==> src/rtl/rf_trace_pkg.sv <==
// Shared definitions for the register-file write trace buffer.
package rf_trace_pkg;

  localparam int TRC_DROP_NEW  = 0;
  localparam int TRC_OVERWRITE = 1;

  localparam int OVF_W = 16;

  // Stored entry is {wa, wd, ts}
  function automatic int entry_w(input int addr_w, input int data_w, input int ts_w);
    return addr_w + data_w + ts_w;
  endfunction

endpackage

==> src/rtl/rf_trace_fifo.sv <==
// First-word-fall-through entry storage with a selectable full-buffer policy.
module rf_trace_fifo
  import rf_trace_pkg::*;
#(
  parameter int W     = 53,
  parameter int DEPTH = 16,
  parameter int MODE  = TRC_DROP_NEW
) (
  input  logic                     clk,
  input  logic                     rst_l,
  input  logic                     clr,
  input  logic                     push,
  input  logic                     pop,
  input  logic [W-1:0]             wdata,
  output logic [W-1:0]             rdata,
  output logic [$clog2(DEPTH):0]   count,
  output logic                     full,
  output logic                     empty,
  output logic                     ovf_evt
);

  localparam int PTR_W = $clog2(DEPTH);
  localparam logic [PTR_W:0] FULL_CNT = (PTR_W+1)'(DEPTH);

  logic [W-1:0]     mem [DEPTH];
  logic [PTR_W-1:0] wr_ptr;
  logic [PTR_W-1:0] rd_ptr;
  logic             do_pop;
  logic             do_write;

  // A pop in the same cycle frees the slot, so only a push without pop overflows
  always_comb begin
    full     = (count == FULL_CNT);
    empty    = (count == '0);
    do_pop   = pop && !empty;
    ovf_evt  = push && full && !do_pop;
    do_write = push && (!ovf_evt || (MODE == TRC_OVERWRITE));
  end

  always_ff @(posedge clk or negedge rst_l) begin
    if (!rst_l) begin
      wr_ptr <= '0;
      rd_ptr <= '0;
      count  <= '0;
    end else if (clr) begin
      wr_ptr <= '0;
      rd_ptr <= '0;
      count  <= '0;
    end else begin
      if (do_write)
        wr_ptr <= wr_ptr + 1'b1;
      if (do_pop || (ovf_evt && (MODE == TRC_OVERWRITE)))
        rd_ptr <= rd_ptr + 1'b1;
      if (do_write && !do_pop && !ovf_evt)
        count <= count + 1'b1;
      else if (do_pop && !do_write)
        count <= count - 1'b1;
    end
  end

  always_ff @(posedge clk) begin
    if (do_write && !clr)
      mem[wr_ptr] <= wdata;
  end

  // Gating on empty keeps the outputs at zero during and after reset
  assign rdata = empty ? '0 : mem[rd_ptr];

endmodule

==> src/rtl/rf_trace_buf.sv <==
// Register-file write tracer: qualifies captures, timestamps them and queues them.
module rf_trace_buf
  import rf_trace_pkg::*;
#(
  parameter int DATA_W = 32,
  parameter int ADDR_W = 5,
  parameter int DEPTH  = 16,
  parameter int TS_W   = 16,
  parameter int MODE   = TRC_DROP_NEW
) (
  input  logic                   clk,
  input  logic                   rst_l,
  input  logic                   rf_in_wre,
  input  logic [ADDR_W-1:0]      rf_in_wa,
  input  logic [DATA_W-1:0]      rf_in_wd,
  input  logic                   trc_en,
  input  logic [2**ADDR_W-1:0]   trc_mask,
  input  logic                   trc_clr,
  output logic                   out_valid,
  input  logic                   out_ready,
  output logic [ADDR_W-1:0]      out_wa,
  output logic [DATA_W-1:0]      out_wd,
  output logic [TS_W-1:0]        out_ts,
  output logic [$clog2(DEPTH):0] count,
  output logic                   full,
  output logic                   empty,
  output logic [OVF_W-1:0]       ovf_cnt
);

  localparam int EW = entry_w(ADDR_W, DATA_W, TS_W);

  logic [TS_W-1:0] ts;
  logic            capture;
  logic            push;
  logic            pop;
  logic            ovf_evt;
  logic [EW-1:0]   rdata;

  // Register 0 is hardwired and never traced; a flush swallows the cycle's traffic
  always_comb begin
    capture = trc_en && rf_in_wre && (rf_in_wa != '0) && trc_mask[rf_in_wa];
    push    = capture && !trc_clr;
    pop     = out_valid && out_ready && !trc_clr;
  end

  always_ff @(posedge clk or negedge rst_l) begin
    if (!rst_l)
      ts <= '0;
    else if (trc_clr)
      ts <= '0;
    else
      ts <= ts + 1'b1;
  end

  always_ff @(posedge clk or negedge rst_l) begin
    if (!rst_l)
      ovf_cnt <= '0;
    else if (trc_clr)
      ovf_cnt <= '0;
    else if (ovf_evt && (ovf_cnt != '1))
      ovf_cnt <= ovf_cnt + 1'b1;
  end

  rf_trace_fifo #(
    .W     (EW),
    .DEPTH (DEPTH),
    .MODE  (MODE)
  ) u_fifo (
    .clk     (clk),
    .rst_l   (rst_l),
    .clr     (trc_clr),
    .push    (push),
    .pop     (pop),
    .wdata   ({rf_in_wa, rf_in_wd, ts}),
    .rdata   (rdata),
    .count   (count),
    .full    (full),
    .empty   (empty),
    .ovf_evt (ovf_evt)
  );

  assign out_valid = !empty;
  assign {out_wa, out_wd, out_ts} = rdata;

endmodule

==> config.mk <==
export PLATFORM = sky130hd
export DESIGN_NAME = rf_trace_buf
export DESIGN_NICKNAME = d
export VERILOG_FILES = /design/src/rtl/rf_trace_pkg.sv /design/src/rtl/rf_trace_fifo.sv /design/src/rtl/rf_trace_buf.sv
export SDC_FILE = /design/constraint.sdc
export NUM_CORES = 1
export LEC_CHECK = 0
export CORE_MARGIN = 1
export CORE_UTILIZATION = 54
export CTS_CLUSTER_DIAMETER = 150
export DETAILED_ROUTE_END_ITERATION = 6
export GPL_ROUTABILITY_DRIVEN = 0
export HOLD_SLACK_MARGIN = 0.12
export PLACE_DENSITY = 0.81
export SLEW_MARGIN = 20
export SYNTH_ARGS = -nofsm -noshare
export SYNTH_HDL_FRONTEND = slang
export SYNTH_SLANG_ARGS = --single-unit
==> constraint.sdc <==
create_clock -name clk -period 3.3 [get_ports clk]
set_input_delay 0.66 -clock clk [delete_from_list [all_inputs] [get_ports clk]]
set_output_delay 0.66 -clock clk [all_outputs]
set_load 0.02 [all_outputs]
==> results of run 1 <==
## flip-flops by register name (all words and copies together), names as in the netlist
register       count
u_fifo.wr_ptr      4
u_fifo.mem       848
u_fifo.rd_ptr      4
ts                16
ovf_cnt           16
u_fifo.count       5
## worst paths after layout
path | startpoint | endpoint | slack (ps)
max | u_fifo.rd_ptr[0] | out_ts[5] | -410
min reg2reg | ovf_cnt[11] | ovf_cnt[11] | 580
max in group asynchronous | rst_l | ts[13] | 2000
max reg2reg | u_fifo.count[2] | u_fifo.count[4] | 390
min | trc_clr | u_fifo.rd_ptr[1] | 390
min in group asynchronous | rst_l | ovf_cnt[8] | 590
## power groups by stage
stage	sequential, W	clock (W)	combinational [W]
after floorplan	0.0127	0	0.00365
after global routing	0.0125	0.0112	0.00862
after CTS	0.0125	0.0107	0.00770
after global placement	0.0128	0	0.00616
after detailed placement	0.0128	0	0.00629
final	0.0125	0.0108	0.00834
## kinds of logic after synthesis
group	after synthesis
xor+xnor	16
mux	291
fa+ha+maj	12
buf+inv	93
compound gates	55
flops	893
simple gates	193
## timing repair
action / 4_1_cts / 5_1_grt
hold buffers: 1 / 0
endpoints found under the setup margin: 127 / 75
pin swaps: 2 / 3
cloned: 14 / 3
endpoints found under the hold margin: 30 / 0
buffers inserted: 28 / 15
gates resized for setup: 340 / 78
## synth_stat cells, types with 2 or more instances
cell type / instances
mux4_2: 268
nor4b_1: 2
or4_1: 4
mux2i_1: 16
nand4_1: 11
o21ai_0: 14
nand2_1: 23
xor2_1: 7
a211oi_1: 3
nand3_1: 16
buf_1: 20
xnor2_1: 9
clkbuf_1: 50
nor3_1: 6
mux2_2: 7
o32ai_1: 3
or3_1: 13
nor3b_1: 2
and3_1: 3
edfxtp_1: 848
and2_1: 15
o21bai_1: 2
o31ai_1: 2
nor2_1: 27
buf_2: 5
nor2b_1: 60
nor4_1: 4
dfrtp_1: 45
ha_1: 11
a21oi_1: 17
and4_1: 5
o21a_1: 2
inv_1: 13
buf_6: 4
## metrics by stage
step / util / setup slack [ps] / cells / TNS (ps)
2_1_floorplan: - / -125 / 1553 / -87900
3_3_place_gp: 0.620 / -562 / 2616 / -378750
3_5_place_dp: 0.620 / -572 / 2616 / -427600
4_1_cts: 0.680 / -364 / 2822 / -14260
5_1_grt: 0.687 / -443 / 2835 / -17140
6_report: 0.687 / -408 / 2837 / -14780
## area by class of cell
class	count	area, um2
clock buffers	106	2310
repair buffers	349	4530
fillers	3550	19900
diodes	4	10.0
well taps	846	1060
clock inverters	59	752
multi-input cells	567	8320
flip-flops and latches	893	26600
inverters	13	48.8
## metal layers
metal | track usage | up-vias | wire [um]
li1 | - | 7296 | -
met1 | 0.400 | 10100 | 34900
met2 | 0.514 | 1619 | 51300
met3 | 0.0602 | 205 | 10500
met4 | 0.0989 | 2 | 3040
met5 | 0 | - | 13
## cells in the final DEF, fill, tap and decap left out, types with 22 or more instances in the layout
master           Yosys  routed
buf_12               0      90
buf_4                1      78
buf_6                4      44
clkbuf_16            0      91
clkdlybuf4s50_1      0      92
clkinv_1             0      22
dfrtp_1             45      41
edfxtp_1           848     848
mux4_2             268     268
nand2_1             23      22
nor2_1              27      26
nor2b_1             60      32
nor2b_4              0      25
==> results.md, run 1 <==
* Status: finished with violations
* Failing checks: negative setup slack
* Critical path data arrival time at ~3000 ps
* Distinct cells, synth at 50
* Leak Pwr at approximately 14 nW
* Synth top area share at 0.727
* Global route overflow at 0
* Clock share of power at 0.340
* Dominant cell type by area after synthesis: edfxtp_1
* Nets at between 1500 and 2000
* Vias in the first global route at about 20000
* Slew @ Worst Pin at between 800 and 900 ps
* Final wirelength at roughly 100000 um
* NetSw at about 0.0087 W
* Die ar. at 0.0659 mm2
* XOR/XNOR share of the synthesized area at 0.00400
* Worst slew margin at 0.430
* Setup Skew at about 48 ps
* Total power at 0.0316 W
* Synth warn at 0
* Final hold viol count at 0
* # DRC at 0
* Area Growth Syn to Fin at 24.6%
* Mux contribution to synthesized area at 0.179
* Detail Placement HPWL at a little under 50000 um
* Sequential share of power at 0.396
* CP cell instances: buf_12 > buf_12 > buf_8 > mux4_2 > mux4_2 > nor2b_2 > buf_4
* TritonCTS Sinks at 893
* Hold Path Class: input pin to flop
* Power per cell area at around 720 mW/mm2
* CP top delay family: multiplexers
* PortBufs at 150
* Fraction of registers with async set/reset at 0.0504
* Root buf cell: clkbuf_16
* Sequential share of the synthesized area at 0.759
* Synth Area in Adders at 0.00450
* Post-DP Area at between 0.03 and 0.04 mm2
* Final WS setup at -408 ps
* Levels on crit path at 7
* Post-Synth Simple-Gate Area at 0.0314
* Number of synthesized register bits at 893
* Synthesized area at about 0.035 mm2
* Final antenna-violating net count at 0
* CP max stage delay at around 570 ps
* Total CTS buffers at slightly below 90
* Crit-path max FO at 8
* CP Buf/Inv Count at 4
* Switching portion of total power at 0.276
* Number of synthesized flops with an enable pin at approximately 850
* Critical path data required time at ~2600 ps
* Most used DFF post-synth: edfxtp_1
* Synth Area in Compound Gates at 0.0106
* Via density at ~6.8
* I/O pin cnt at about 150
* Setup crit end kind: primary output
* Initial antenna violation count at 4
* Slowest-stage cell, CP: mux4_2
* Max cap viols at 0
* Max-slew violation count at 0
* Fin crit period at roughly 3700 ps
* Router iterations before antenna repair at 5
* Die Ht at between 200 and 300 um
* RSZ-0062 raised after global routing: true
* Hold depth at 2
* Syn_area_per_cell at between 20 and 25 um2
* Tot GR Track Use at 0.304
* Largest net degree at the start of global routing at 54
* Final setup fails at 53
* Core area at 0.0635 mm2
* Clock Latency Late Sink at approximately 660 ps
* Share of cells above drive strength 1 at 0.361
* Crit Path Class: flop to primary output
* Post-synthesis net count at 1640
* Clock Path Buffers at 3
* Worst r2r path cells at 10
* Mapped Cells at about 1600
* Largest family of logic cells by synthesized area: multiplexers
* H-tree depth at 3
* Worst hold slack at between 300 and 400 ps
* Worst VDD drop at 0.677 mV
* Row count at 92
* Fmax at approximately 270 MHz
* Kind of start point of the critical path: flop
* CTS tree: built
* First-pass GRT wire length at about 140000 um
* Iter 0 DRT Violations at ~2800
* Int Power at 0.0229 W
* Initial core utilization at 0.551
* Finished Cell Area at ~0.044 mm2
* Comb pwr share at 0.264
* Period Utilization, post-route at 1.12
* Clock-pin slew on the worst setup and hold paths at around 60 ps
* Die width at ~260 um
* Wire length per cell at 35.1 um
* Via count at 19200
* Top cells by area, synth: edfxtp_1, mux4_2, dfrtp_1
Power figures use the tool's default switching activity.
==> inputs of run 2 (changes only) <==
--- a/config.mk
+++ b/config.mk
@@ -12,7 +12,6 @@
 export GPL_ROUTABILITY_DRIVEN = 0
 export HOLD_SLACK_MARGIN = 0.12
 export PLACE_DENSITY = 0.81
-export SLEW_MARGIN = 20
 export SYNTH_ARGS = -nofsm -noshare
 export SYNTH_HDL_FRONTEND = slang
 export SYNTH_SLANG_ARGS = --single-unit
==> results of run 2 <==
No change in the layout: final DEF, timing and power equal those of run 1.
